`src/rtl/button_cmd_scheduler.sv`:
```
// Shared button front-end: one slow sample tick, per-button press/auto-repeat detection,
// and a round-robin arbiter that serialises the events onto one valid/ready command port.
module button_cmd_scheduler #(
   parameter int N_BTN        = 4,
   parameter int TICK_DIV     = 250000,
   parameter int HOLD_TICKS   = 200,
   parameter int REPEAT_TICKS = 40,
   parameter int IDW          = (N_BTN > 1) ? $clog2(N_BTN) : 1
) (
   input  logic             clkDB,
   input  logic             rst_n,
   input  logic [N_BTN-1:0] btn_in,
   input  logic             cmd_ready,
   output logic             cmd_valid,
   output logic [IDW-1:0]   cmd_id,
   output logic             cmd_repeat,
   output logic [N_BTN-1:0] btn_level,
   output logic             tick,
   output logic             drop_pulse
);

   localparam int CW = (TICK_DIV > 1) ? $clog2(TICK_DIV) : 1;
   localparam int HW = $clog2(HOLD_TICKS + 1);
   localparam logic [CW-1:0] CNT_LAST = CW'(TICK_DIV - 1);
   localparam logic [CW-1:0] CNT_PRE  = CW'(TICK_DIV - 2);
   localparam logic [HW-1:0] HOLD_V   = HW'(HOLD_TICKS);
   localparam logic [HW-1:0] RELOAD_V = HW'(HOLD_TICKS - REPEAT_TICKS);

   typedef enum logic {IDLE = 1'b0, OFFER = 1'b1} arb_state_t;

   logic [CW-1:0]    cnt;
   logic [N_BTN-1:0] s0, s1, s2;
   logic [HW-1:0]    hcnt [N_BTN];
   logic [N_BTN-1:0] press_ev, rep_ev, any_ev;
   logic [N_BTN-1:0] pend, rep;
   logic [N_BTN-1:0] grant_oh, drop_vec;
   logic [IDW-1:0]   last_grant, grant_idx;
   logic             grant_en, found;
   int               scan_idx;
   arb_state_t       state, state_next;

   // tick is registered, so it is set one count early to line up with cnt==TICK_DIV-1
   always_ff @(posedge clkDB or negedge rst_n) begin
      if (!rst_n) begin
         cnt  <= '0;
         tick <= 1'b0;
      end else begin
         if (cnt == CNT_LAST) cnt <= '0;
         else                 cnt <= cnt + 1'b1;
         tick <= (cnt == CNT_PRE);
      end
   end

   always_ff @(posedge clkDB or negedge rst_n) begin
      if (!rst_n) begin
         s0 <= '0;
         s1 <= '0;
         s2 <= '0;
      end else if (tick) begin
         s0 <= btn_in;
         s1 <= s0;
         s2 <= s1;
      end
   end

   always_comb begin
      press_ev = '0;
      rep_ev   = '0;
      for (int i = 0; i < N_BTN; i++) begin
         press_ev[i] = tick & s1[i] & ~s2[i];
         rep_ev[i]   = tick & s1[i] & s2[i] & (hcnt[i] == HOLD_V);
      end
      any_ev = press_ev | rep_ev;
   end

   // hold counter saturates by reloading on each repeat, so it never exceeds HOLD_TICKS
   always_ff @(posedge clkDB or negedge rst_n) begin
      if (!rst_n) begin
         for (int i = 0; i < N_BTN; i++) hcnt[i] <= '0;
      end else if (tick) begin
         for (int i = 0; i < N_BTN; i++) begin
            if (press_ev[i] || !s1[i]) hcnt[i] <= '0;
            else if (rep_ev[i])        hcnt[i] <= RELOAD_V;
            else if (s2[i])            hcnt[i] <= hcnt[i] + 1'b1;
         end
      end
   end

   always_ff @(posedge clkDB or negedge rst_n) begin
      if (!rst_n) state <= IDLE;
      else        state <= state_next;
   end

   // round-robin search starts just after the last granted button
   always_comb begin
      state_next = state;
      grant_en   = 1'b0;
      grant_idx  = '0;
      found      = 1'b0;
      scan_idx   = 0;
      grant_oh   = '0;
      case (state)
         IDLE: begin
            if (|pend) begin
               for (int k = 1; k <= N_BTN; k++) begin
                  scan_idx = (int'(last_grant) + k) % N_BTN;
                  if (!found && pend[scan_idx]) begin
                     found     = 1'b1;
                     grant_idx = IDW'(scan_idx);
                  end
               end
               grant_en   = 1'b1;
               state_next = OFFER;
            end
         end
         OFFER: begin
            if (cmd_ready) state_next = IDLE;
         end
         default: state_next = IDLE;
      endcase
      if (grant_en) grant_oh[grant_idx] = 1'b1;
      drop_vec = any_ev & pend & ~grant_oh;
   end

   // a new event overwrites only a slot that is free or being granted this very cycle
   always_ff @(posedge clkDB or negedge rst_n) begin
      if (!rst_n) begin
         pend       <= '0;
         rep        <= '0;
         drop_pulse <= 1'b0;
      end else begin
         for (int i = 0; i < N_BTN; i++) begin
            if (any_ev[i]) begin
               if (!drop_vec[i]) begin
                  pend[i] <= 1'b1;
                  rep[i]  <= rep_ev[i];
               end
            end else if (grant_oh[i]) begin
               pend[i] <= 1'b0;
            end
         end
         drop_pulse <= |drop_vec;
      end
   end

   always_ff @(posedge clkDB or negedge rst_n) begin
      if (!rst_n) begin
         cmd_valid  <= 1'b0;
         cmd_id     <= '0;
         cmd_repeat <= 1'b0;
         last_grant <= IDW'(N_BTN - 1);
      end else if (grant_en) begin
         cmd_valid  <= 1'b1;
         cmd_id     <= grant_idx;
         cmd_repeat <= rep[grant_idx];
         last_grant <= grant_idx;
      end else if (state == OFFER && cmd_ready) begin
         cmd_valid  <= 1'b0;
      end
   end

   assign btn_level = s1 & s2;

endmodule

```
`config.mk`:
```
export PLATFORM = sky130hd
export DESIGN_NAME = button_cmd_scheduler
export DESIGN_NICKNAME = d
export VERILOG_FILES = /design/src/rtl/button_cmd_scheduler.sv
export SDC_FILE = /design/constraint.sdc
export NUM_CORES = 1
export LEC_CHECK = 0
export CORE_MARGIN = 1.5
export CORE_UTILIZATION = 40
export DETAILED_ROUTE_END_ITERATION = 12
export GPL_TIMING_DRIVEN = 0
export PLACE_DENSITY = 0.58
export SETUP_SLACK_MARGIN = 0.3
export SLEW_MARGIN = 20
export SYNTH_ARGS = -nofsm -noshare
export SYNTH_HDL_FRONTEND = slang
export SYNTH_SLANG_ARGS = --single-unit
```
`constraint.sdc`:
```
create_clock -name clkDB -period 3.53 [get_ports clkDB]
set_clock_uncertainty 0.1 [all_clocks]
set_input_delay 0.353 -clock clkDB [delete_from_list [all_inputs] [get_ports clkDB]]
set_output_delay 0.353 -clock clkDB [all_outputs]
set_load 0.05 [all_outputs]
```
==> flow_summary.yaml <==
run_status:
  status: "completed"
layout:
  syn_to_final_growth_pct: 13.9
  final_area_um2: 4650
  register_area_um2: 1980
  fill_cells: 947
  multi_input_area_um2: 1950
  final_util_pct: 47.4
  nNetsFinal: 469
  drive_above_1_share_pct: 7.88
  insertedDiodeCount: 0
sta:
  tns_ns: 0
  fmax_mhz: 426
  rsz0062_at_grt: "no"
  relSlewSlack_pct: 31.7
  holdWs_ns: 0.378
  drv_slew: 0
  period_needed_ns: 2.35
  finalSetupViolCount: 0
  timing.final.crit_share_pct: 66.4
  tightest_slew_ns: 1.01
  hold_viol: 0
floorplan:
  ios: 17
  start_util_pct: 41.6
  rows: 36
  dieArea_um2: 10800
  die_w_um: 104
  core_um2: 9820
  die_h_um: 104
clock_network:
  htreeDepth: 3
  postCtsHoldBufs: 1
  path_clk_slew_ns: 0.09
  clock_sinks: 79
  clockBufferDepth: 2
  cts_root_buffer: "clkbuf_8"
  clk_latency_ns: 0.35
  cts_resized: 0
  cts_tree: "done"
  cts_buffers: 9
  cts_setup_buffers: 0
logic_synthesis:
  synthArstFlopShare_pct: 100
  synth-seq-cells: 79
  synth_cells: 423
  yosysMostFrequentCell: "dfrtp_1"
  ys.flop_type: "dfrtp_1"
  synth_nets: 440
  yosysSeqAreaShare_pct: 48.5
  yosysUniqueCellTypes: 55
  synth_edf_count: 0
  synth_area_leaders: "dfrtp_1 47%, o21ai_0 3.9%, nand2_1 3.4%"
  synth_top_area_share_pct: 47.2
  avgSynthCellArea_um2: 9.65
  yosysWarnings: 0
  syn_area_um2: 4080
  synth_top_area_cell: "dfrtp_1"
  synth_top_cells_by_count: "77 x dfrtp_1, 37 x nand2_1, 36 x nor2_1"
grt:
  grt_util_met3_pct: 2.57
  antenna_found_initial: 0
  grt_pass1_vias: 3043
  overflow: 0
  grt_max_degree: 44
  track_usage_pct: 16.8
  grt_pass1_wl_mm: 14.7
  grtUsageMet2_pct: 25.8
  grt_use_met1_pct: 23.9
  busiest_layer: "met2"
route:
  wirelength_mm: 8.42
  via_per_inst: 5.40
  vias: 3185
  drcViolationCount: 0
  drt_iter0_markers: 148
  ant_nets: 0
  dr.pass1.iters: 4
  routedWlPerCell_um: 14.3
place:
  gp_congestion: 0.811
  io_buffer_count: 16
  placed_area_um2: 4430
  dp_hpwl_mm: 5.91
critical_path:
  critPathCaptureType: "output pin"
  critical_path_peak_fanout: 5
  startpoint_type: "flop"
  cp.arrival_ns: 1.89
  worstPathRequired_ns: 3.08
  critical_path_class: "flop to output pin"
pwr:
  ir_drop_mv: 0.159
  power_density_nw_per_um2: 354
  p_leak_uw: 0.00208
min_path:
  hold_path_class: "flop to flop"
flow_run:
  maxCapViolCount: 0
-- sequential cells by signal (all words and copies together), names as in the netlist, 2 cells and up --
| register | cells |
|---|---|
| hcnt | 32 |
| cnt | 18 |
| pend | 4 |
| rep | 4 |
| s0 | 4 |
| s1 | 4 |
| s2 | 4 |
| cmd_id | 2 |
| last_grant | 2 |
-- critical path: stages, from the launching register on --
cell	delay [ns]
dfrtp_1	0.45
and2_1	0.26
clkdlybuf4s50_1	0.83
-- kinds of logic (layout without fill, tap and decap cells) --
logic type	Yosys count	after routing	synth area share (%)
compound gates	97	97	15.4
flops	79	79	48.5
simple gates	164	164	21.0
fa+ha+maj	10	10	3.06
mux	17	17	4.51
buf+inv	38	72	3.65
xor+xnor	18	18	3.86
-- cells in the final DEF, fill, tap and decap left out, types with 7 or more instances in the layout --
cell type         n
inv_1            26
clkbuf_1          8
and3_1           13
o21ai_0          32
nand2_1          37
mux2_2           11
dfrtp_1          77
o22ai_1           7
clkbuf_8         11
clkdlybuf4s50_1  15
ha_1             10
o2bb2ai_1         7
a21oi_1          16
nand2b_1         10
nand3_1          24
nor2_1           36
xor2_1           12
-- routing by layer --
metal | up-vias | wire [µm]
met4 | 0 | 126
met3 | 12 | 215
met5 | - | 0
li1 | 1583 | -
met2 | 42 | 3700
met1 | 1548 | 4370
-- power breakdown --
part / switching (µW) / internal (µW) / leakage, µW
logic: 22.6 / 11.4 / 0.000891
clock network: 341 / 364 / 0.000105
registers: 0.211 / 905 / 0.00108
total: 364 / 1280 / 0.00208
-- through the flow --
step                      power (µW)  instances  worst slack, ns
after CTS                       1670        590             1.17
after detailed placement         959        573             1.20
after floorplan                  928        423             1.52
after global placement           955        572           -0.872
after global routing            1710        590            0.998
final                           1640        590             1.18
-- final timing paths --
kind                            cells past startpoint  slack [ns]             to  startpoint
worst max-delay path                                2        1.18   btn_level[3]       s1[3]
worst min-delay path                                2        0.38      cmd_id[1]   cmd_id[1]
worst max register to register                      5        1.22        hcnt[4]        tick
worst min register to register                      2        0.38      cmd_id[1]   cmd_id[1]
max in group asynchronous                           3        2.29  last_grant[0]       rst_n
min in group asynchronous                           2        0.41       hcnt[28]       rst_n
-- final cells by class --
class	instances	area share, %
Tap cell	133	3.58
Buffer	12	1.10
Inverter	26	2.10
Clock inverter	5	1.21
Timing Repair Buffer	18	4.20
Sequential cell	79	42.5
Clock buffer	11	3.25
Multi-Input combinational cell	306	42.0
(Power assumes the default switching activity.)
